==> src/rtl/rsram_pkg.sv <==
// ---------------------------------------------------------------------------
// rsram_pkg
// Shared definitions for the rsram line-buffer scheduler and its read address
// generator: bank count, one-hot FSM state encodings and the mod-3 bank step.
// ---------------------------------------------------------------------------
package rsram_pkg;

    localparam int RSRAM_BANKS = 3;

    // One-hot scheduler state encodings
    localparam logic [6:0] S_IDLE  = 7'b000_0001;
    localparam logic [6:0] S_FILL  = 7'b000_0010;
    localparam logic [6:0] S_START = 7'b000_0100;
    localparam logic [6:0] S_RUN   = 7'b000_1000;
    localparam logic [6:0] S_WAIT  = 7'b001_0000;
    localparam logic [6:0] S_ADV   = 7'b010_0000;
    localparam logic [6:0] S_DONE  = 7'b100_0000;

    typedef enum logic [6:0] {
        ST_IDLE  = S_IDLE,
        ST_FILL  = S_FILL,
        ST_START = S_START,
        ST_RUN   = S_RUN,
        ST_WAIT  = S_WAIT,
        ST_ADV   = S_ADV,
        ST_DONE  = S_DONE
    } sched_state_t;

    // Bank index step 0 -> 1 -> 2 -> 0; same encoding as the generator's bank select
    function automatic logic [1:0] next_bank(input logic [1:0] bank);
        return (bank == 2'd2) ? 2'd0 : bank + 2'd1;
    endfunction

endpackage

==> src/rtl/rsram_bank_sched_if.sv <==
// ---------------------------------------------------------------------------
// rsram_bank_sched_if
// Bundles the scheduler's pixel stream, rsram write bus and read-generator
// handshake.
//   wr_valid/wr_ready/wr_last       : upstream pixel stream
//   wsram_we/wsram_bank/wsram_addr  : rsram write port
//   genaddr_start/bank_ok/banksel   : control to the read address generator
//   pass_done                       : generator finished the current bank pair
// modport master : the scheduler
// modport slave  : upstream source, rsram and generator side
// ---------------------------------------------------------------------------
interface rsram_bank_sched_if #(
    parameter int LINE_W = 8
);
    logic              wr_valid;
    logic              wr_ready;
    logic              wr_last;
    logic              wsram_we;
    logic [1:0]        wsram_bank;
    logic [LINE_W-1:0] wsram_addr;
    logic              genaddr_start;
    logic              bank_ok;
    logic [1:0]        banksel;
    logic              pass_done;

    modport master (
        input  wr_valid, wr_last, pass_done,
        output wr_ready, wsram_we, wsram_bank, wsram_addr,
        output genaddr_start, bank_ok, banksel
    );

    modport slave (
        output wr_valid, wr_last, pass_done,
        input  wr_ready, wsram_we, wsram_bank, wsram_addr,
        input  genaddr_start, bank_ok, banksel
    );
endinterface

==> src/rtl/rsram_wr_ctrl.sv <==
// ---------------------------------------------------------------------------
// rsram_wr_ctrl
// Write side of the three-bank line buffer. Accepts pixels while the target
// bank is empty and the picture still has lines outstanding; addresses the
// rsram combinationally from the accept, and pulses the full-set bit of the
// bank that just received its last pixel.
// Ports:
//   SYS_CLK, SYS_RST : clock, synchronous active-high reset
//   clear            : start of a new picture, zeroes all counters
//   active           : scheduler is in a write-capable state
//   pic_size         : lines in the picture
//   full             : per-bank full flags owned by the scheduler
//   wr_valid/wr_last : upstream pixel qualifiers
//   wr_ready         : pixel can be accepted this cycle
//   wsram_*          : rsram write enable, bank and pixel address
//   full_set         : one-hot bank that completed a line this cycle
// ---------------------------------------------------------------------------
module rsram_wr_ctrl
    import rsram_pkg::*;
#(
    parameter int LINE_W = 8,
    parameter int PIC_W  = 8
) (
    input  logic                   SYS_CLK,
    input  logic                   SYS_RST,
    input  logic                   clear,
    input  logic                   active,
    input  logic [PIC_W-1:0]       pic_size,
    input  logic [RSRAM_BANKS-1:0] full,
    input  logic                   wr_valid,
    input  logic                   wr_last,
    output logic                   wr_ready,
    output logic                   wsram_we,
    output logic [1:0]             wsram_bank,
    output logic [LINE_W-1:0]      wsram_addr,
    output logic [RSRAM_BANKS-1:0] full_set
);
    logic [1:0]        wbank;
    logic [LINE_W-1:0] pix_cnt;
    logic [PIC_W-1:0]  lines_wr;
    logic [3:0]        full_ext;
    logic              accept;

    // Pad to a power of two so the 2-bit bank index never selects out of range
    assign full_ext = {1'b0, full};

    assign wr_ready   = active && !full_ext[wbank] && (lines_wr < pic_size);
    assign accept     = wr_valid && wr_ready;
    assign wsram_we   = accept;
    assign wsram_bank = wbank;
    assign wsram_addr = pix_cnt;
    assign full_set   = (accept && wr_last) ? (RSRAM_BANKS'(1) << wbank) : '0;

    always_ff @(posedge SYS_CLK) begin
        if (SYS_RST || clear) begin
            wbank    <= 2'd0;
            pix_cnt  <= '0;
            lines_wr <= '0;
        end else if (accept) begin
            if (wr_last) begin
                pix_cnt  <= '0;
                wbank    <= next_bank(wbank);
                lines_wr <= lines_wr + 1'b1;
            end else begin
                pix_cnt  <= pix_cnt + 1'b1;
            end
        end
    end
endmodule

==> src/rtl/rsram_bank_sched.sv <==
// ---------------------------------------------------------------------------
// rsram_bank_sched
// Three-bank line-buffer scheduler for the CNN read SRAM. One picture line is
// written per bank; the read generator is started once banks 0/1 are full and
// is then advanced through pairs 0/1 -> 1/2 -> 2/0 as each pass completes and
// the next bank has been refilled.
// Ports:
//   SYS_CLK, SYS_RST : clock, synchronous active-high reset
//   cfg_start        : start pulse, honoured only in IDLE
//   cfg_pic_size     : lines in the picture, latched on cfg_start
//   bus              : pixel stream, rsram write port, generator handshake
//   busy             : scheduler not idle
//   done             : one-cycle picture-complete pulse
// ---------------------------------------------------------------------------
module rsram_bank_sched
    import rsram_pkg::*;
#(
    parameter int LINE_W = 8,
    parameter int PIC_W  = 8
) (
    input  logic             SYS_CLK,
    input  logic             SYS_RST,
    input  logic             cfg_start,
    input  logic [PIC_W-1:0] cfg_pic_size,
    rsram_bank_sched_if.master bus,
    output logic             busy,
    output logic             done
);
    sched_state_t           state;
    logic [PIC_W-1:0]       pic_size;
    logic [PIC_W-1:0]       passes;
    logic [1:0]             rbank;
    logic [1:0]             wait_bank;
    logic [RSRAM_BANKS-1:0] full;
    logic [RSRAM_BANKS-1:0] full_nxt;
    logic [RSRAM_BANKS-1:0] full_set;
    logic [3:0]             full_ext;
    logic                   start_acc;
    logic                   pic_ok;
    logic                   wr_active;

    assign start_acc = (state == ST_IDLE) && cfg_start;
    // A picture under two lines has no bank pair to read, so nothing is written
    assign pic_ok    = (pic_size >= PIC_W'(2));
    assign wr_active = (state != ST_IDLE) && (state != ST_DONE) && pic_ok;
    // Bank that must be full before the pair can move on: the one after rbank+1
    assign wait_bank = next_bank(next_bank(rbank));
    assign full_ext  = {1'b0, full};

    rsram_wr_ctrl #(
        .LINE_W (LINE_W),
        .PIC_W  (PIC_W)
    ) u_wr_ctrl (
        .SYS_CLK    (SYS_CLK),
        .SYS_RST    (SYS_RST),
        .clear      (start_acc),
        .active     (wr_active),
        .pic_size   (pic_size),
        .full       (full),
        .wr_valid   (bus.wr_valid),
        .wr_last    (bus.wr_last),
        .wr_ready   (bus.wr_ready),
        .wsram_we   (bus.wsram_we),
        .wsram_bank (bus.wsram_bank),
        .wsram_addr (bus.wsram_addr),
        .full_set   (full_set)
    );

    // Set from the writer and release by ADV can hit different banks in the
    // same cycle (wbank never equals rbank while reading), so both apply.
    always_comb begin
        full_nxt = full | full_set;
        if (state == ST_ADV) begin
            full_nxt = full_nxt & ~(RSRAM_BANKS'(1) << rbank);
        end
        if (state == ST_DONE || start_acc) begin
            full_nxt = '0;
        end
    end

    always_ff @(posedge SYS_CLK) begin
        if (SYS_RST) begin
            state    <= ST_IDLE;
            full     <= '0;
            rbank    <= 2'd0;
            passes   <= '0;
            pic_size <= '0;
        end else begin
            full <= full_nxt;
            case (state)
                ST_IDLE: begin
                    if (cfg_start) begin
                        pic_size <= cfg_pic_size;
                        rbank    <= 2'd0;
                        passes   <= '0;
                        state    <= ST_FILL;
                    end
                end
                ST_FILL: begin
                    if (!pic_ok) begin
                        state <= ST_DONE;
                    end else if (full[0] && full[1]) begin
                        state <= ST_START;
                    end
                end
                ST_START: state <= ST_RUN;
                ST_RUN: begin
                    if (bus.pass_done) begin
                        passes <= passes + 1'b1;
                        // P lines give P-1 passes
                        if (passes + 1'b1 == pic_size - 1'b1) begin
                            state <= ST_DONE;
                        end else begin
                            state <= ST_WAIT;
                        end
                    end
                end
                ST_WAIT: begin
                    if (full_ext[wait_bank]) begin
                        state <= ST_ADV;
                    end
                end
                ST_ADV: begin
                    rbank <= next_bank(rbank);
                    state <= ST_RUN;
                end
                ST_DONE: state <= ST_IDLE;
                default: state <= ST_IDLE;
            endcase
        end
    end

    // Outputs decode single flops of the one-hot state register
    assign bus.genaddr_start = (state == ST_START);
    assign bus.bank_ok       = (state == ST_ADV);
    assign bus.banksel       = rbank;
    assign busy              = (state != ST_IDLE);
    assign done              = (state == ST_DONE);
endmodule

==> src/flat_wrapper.sv <==
// flat-port wrapper written by rule: the top's interface ports become plain ports
module rsram_bank_sched_flat import rsram_pkg::*;
#(
    parameter int LINE_W = 8,
    parameter int PIC_W  = 8
)
  (SYS_CLK, SYS_RST, cfg_start, cfg_pic_size, busy, done, bus_wr_valid, bus_wr_last, bus_pass_done, bus_wr_ready, bus_wsram_we, bus_wsram_bank, bus_wsram_addr, bus_genaddr_start, bus_bank_ok, bus_banksel);
  rsram_bank_sched_if #(.LINE_W(LINE_W)) bus_i ();
  input  logic SYS_CLK;
  input  logic SYS_RST;
  input  logic cfg_start;
  input  logic [PIC_W-1:0] cfg_pic_size;
  output logic busy;
  output logic done;
  input wire logic [$bits(bus_i.wr_valid)-1:0] bus_wr_valid;
  input wire logic [$bits(bus_i.wr_last)-1:0] bus_wr_last;
  input wire logic [$bits(bus_i.pass_done)-1:0] bus_pass_done;
  output wire logic [$bits(bus_i.wr_ready)-1:0] bus_wr_ready;
  output wire logic [$bits(bus_i.wsram_we)-1:0] bus_wsram_we;
  output wire logic [$bits(bus_i.wsram_bank)-1:0] bus_wsram_bank;
  output wire logic [$bits(bus_i.wsram_addr)-1:0] bus_wsram_addr;
  output wire logic [$bits(bus_i.genaddr_start)-1:0] bus_genaddr_start;
  output wire logic [$bits(bus_i.bank_ok)-1:0] bus_bank_ok;
  output wire logic [$bits(bus_i.banksel)-1:0] bus_banksel;
  assign bus_i.wr_valid = bus_wr_valid;
  assign bus_i.wr_last = bus_wr_last;
  assign bus_i.pass_done = bus_pass_done;
  assign bus_wr_ready = bus_i.wr_ready;
  assign bus_wsram_we = bus_i.wsram_we;
  assign bus_wsram_bank = bus_i.wsram_bank;
  assign bus_wsram_addr = bus_i.wsram_addr;
  assign bus_genaddr_start = bus_i.genaddr_start;
  assign bus_bank_ok = bus_i.bank_ok;
  assign bus_banksel = bus_i.banksel;
  rsram_bank_sched #(.LINE_W(LINE_W), .PIC_W(PIC_W)) u_core (.SYS_CLK(SYS_CLK), .SYS_RST(SYS_RST), .cfg_start(cfg_start), .cfg_pic_size(cfg_pic_size), .bus(bus_i), .busy(busy), .done(done));
endmodule
==> config.mk <==
export PLATFORM = sky130hd
export DESIGN_NAME = rsram_bank_sched_flat
export DESIGN_NICKNAME = d
export VERILOG_FILES = /design/src/rtl/rsram_pkg.sv /design/src/rtl/rsram_bank_sched_if.sv /design/src/rtl/rsram_wr_ctrl.sv /design/src/rtl/rsram_bank_sched.sv /design/src/flat_wrapper.sv
export SDC_FILE = /design/constraint.sdc
export NUM_CORES = 1
export LEC_CHECK = 0
export ABC_AREA = 0
export CORE_MARGIN = 3
export CORE_UTILIZATION = 25
export DETAILED_ROUTE_END_ITERATION = 8
export PLACE_DENSITY = 0.39
export SKIP_LAST_GASP = 1
export SLEW_MARGIN = 5
export SYNTH_ARGS = -nofsm -noshare
export SYNTH_HDL_FRONTEND = slang
export SYNTH_SLANG_ARGS = --single-unit
==> constraint.sdc <==
create_clock -name SYS_CLK -period 2.4 [get_ports SYS_CLK]
set_input_delay 0.6 -clock SYS_CLK [delete_from_list [all_inputs] [get_ports SYS_CLK]]
set_output_delay 0.6 -clock SYS_CLK [all_outputs]
set_load 0.005 [all_outputs]
==> flow_summary.toml <==
[timing]
clock_skew_ns = 0.0109
period_needed_ns = 2.51
rsz0062_at_grt = "yes"
holdWs_ns = 0.494
finalMaxSlewViolations = 0
worst_slew_pin_slew_ns = 0.355
clock.fmax_mhz = 398
finalHoldViolations = 0
period_share = 1.05
slew_headroom = 0.764
tns_ns = -0.220
finalSetupViolCount = 3
setup_ws_ns = -0.111

[floorplan]
initial_utilization = 0.262
dieWidth_um = 111
die_area_um2 = 12400
rows = 37
fp.coreArea_um2 = 10600
dieHeight_um = 111
io_pins = 32

[critical_path]
crit_buf_inv = 3
max_stage_delay_ns = 0.35
r2r_slack_ns = 0
cp.arrival_ns = 1.91
cp_top_family = "compound AO/OA/AOI/OAI gates"
start_kind = "flop"
critPathSlowestCell = "a221o_1"
path_cells = "inv_2, ha_4, a221o_1, nor4_4, o31ai_4, buf_4, nor2_4, buf_2"
critPathCaptureType = "primary output"
crit_fanout = 2
cp_data_required_time_ns = 1.80
critPathKind = "flop to primary output"

[logic_synthesis]
syn_area_um2 = 2770
synth-simple-area-share = 0.276
netlist_instances = 339
synth_nets = 365
synth_cell_types = 49
yosysTopAreaCell = "dfxtp_1"
synth.avg_cell_area_um2 = 8.16
synth_compound_area_frac = 0.180
yosys_register_bits = 46
synth_top_area_frac = 0.333
synthFlopType = "dfxtp_1"
yosys_warnings = 0
synth_fa_ha_area_frac = 0.0542
synth-xor-area-share = 0.0714
synth.area.top_cells = "dfxtp_1, nor2_1, ha_1, a21oi_1, xnor2_1"
muxShareOfSynthArea = 0.0402
synth-async-reset-ratio = 0
synth_edf_count = 0
synth_top_family_by_area = "simple AND/OR/NAND/NOR gates"
synth-seq-area-share = 0.333

[final_layout]
nets = 443
utilization = 0.362
drive_gt1_frac = 0.225
final_common_cell = "buf_4"
multi_input_area_um2 = 1830
fillers = 1122
seqCellArea_um2 = 930
syn2layout_area_growth_pct = 37.9
design_area_um2 = 3820
final_cell_mix = "buf_4, nor2_1, dfxtp_1"
diodes = 0

[placement]
place_congestion = 0.734
hpwl_um = 5850
place.port_buffers = 31
placed_area_um2 = 3550

[grt]
track_usage = 0.127
grt_overflow = 0
grt_max_degree = 26
grt_pass1_wl_um = 13200
antenna_found_initial = 0
grt_pass1_vias = 2693

[routing]
drtIter0Drc = 131
routed_wl_um = 7680
vias_per_cell = 4.95
routedWlPerCell_um = 13.9
num_vias = 2741
drc = 0
firstDrtPassIters = 4
antenna_left = 0

[power]
p_leak_nw = 1.52
ir_drop_mv = 0.271
power.density_nw_per_um2 = 568

[clocking]
clockBufferDepth = 2
path_clk_slew_ns = 0.10
insertion_delay_ns = 0.31
cts_sinks = 46
cts_buffers = 5
tritoncts = "built"
cts_root_buf = "clkbuf_8"
cts-htree-levels = 2
postCtsHoldBufs = 0

[run]
maxCapViolations = 0

[run_status]
status = "finished with violations"
violations = "negative setup slack"

[worst_hold_path]
hold_class = "flop to flop"
[final cells by class]
type,count,share of cell area
clock buffer,6,0.0190
clock inverter,2,0.00983
inverter,15,0.0147
multi-input combinational,263,0.478
sequential,46,0.244
tap,136,0.0446
timing repair buffer,86,0.190
[layer usage]
| layer | global-route usage | wire (um) | share of wire | vias up |
|---|---|---|---|---|
| met4 | 0.0349 | 139 | 0.018 | 0 |
| met3 | 0.0202 | 298 | 0.039 | 9 |
| met1 | 0.173 | 3720 | 0.48 | 1292 |
| met5 | 0 | 0 | 0 | - |
| met2 | 0.207 | 3530 | 0.46 | 45 |
| li1 | - | - | - | 1395 |
[Yosys cell counts (all sizes together), types with 3 or more instances]
master and n:
nand4 9, a21oi 24, dfxtp 46, nand3 13, mux2i 10, inv 15, nand2b 6, and2 5
nor2 44, xnor2 12, o31ai 12, a211oi 3, or3 5, clkbuf 8, and3 6, nand3b 7
o21ai 14, nor3 6, a31oi 5, nor2b 4, nand2 16, xor2 8, o311ai 6, or4 9
buf 7, ha 12, nor4 6
[worst min-delay path: stages, from the launching register on]
cell	delay, ns
dfxtp_1	0.35
inv_1	0.06
a21oi_1	0.05
[flip-flops by register name (all words and copies together), names as in the netlist]
| register | count |
|---|---|
| u_core.state | 7 |
| u_core.u_wr_ctrl.lines_wr | 8 |
| u_core.bus.banksel | 2 |
| u_core.u_wr_ctrl.wsram_bank | 2 |
| u_core.pic_size | 8 |
| u_core.passes | 8 |
| u_core.full | 3 |
| u_core.u_wr_ctrl.wsram_addr | 8 |
[cells by family (layout without fill, tap and decap cells)]
kind of cell,after synthesis,after routing
adders and majority gates,12,12
muxes,11,11
AOI/OAI and AO/OA,77,77
xor gates and xnor gates,21,21
DFF,46,46
and+or+nand+nor,142,142
buffers and inverters,30,109
[final timing paths]
path                                         from                                         to  cells after the start
setup / recovery  u_core.pic_size[7]$_SDFFE_PP0P_                               bus_wsram_we                      8
hold / removal          u_core.full[0]$_SDFF_PP0_                  u_core.full[0]$_SDFF_PP0_                      2
setup reg to reg  u_core.pic_size[7]$_SDFFE_PP0P_  u_core.u_wr_ctrl.lines_wr[7]$_SDFFE_PP0P_                      9
hold reg to reg         u_core.full[0]$_SDFF_PP0_                  u_core.full[0]$_SDFF_PP0_                      2
[metrics by stage]
stage          power [W]  setup WS, ns  std cells
3_5_place_dp     0.00151        -0.271        540
6_report         0.00217        -0.111        554
4_1_cts          0.00217        -0.266        553
3_3_place_gp     0.00151        -0.257        540
5_1_grt          0.00230        -0.200        554
2_1_floorplan    0.00123        0.0662        339
[power breakdown]
group | leakage [nW] | internal (W) | switching, W | total (W)
sequential | 0.374 | 0.000790 | 0.0000156 | 0.000805
combinational | 1.10 | 0.000361 | 0.000398 | 0.000760
clock | 0.0514 | 0.000312 | 0.000290 | 0.000602
total | 1.52 | 0.00146 | 0.000704 | 0.00217
[what timing repair did]
item	CTS	global route
endpoints found under the setup margin	4	23
resized for setup	22	18
setup buffers	5	2
pin swaps	6	5
Power figures use the tool's default switching activity.
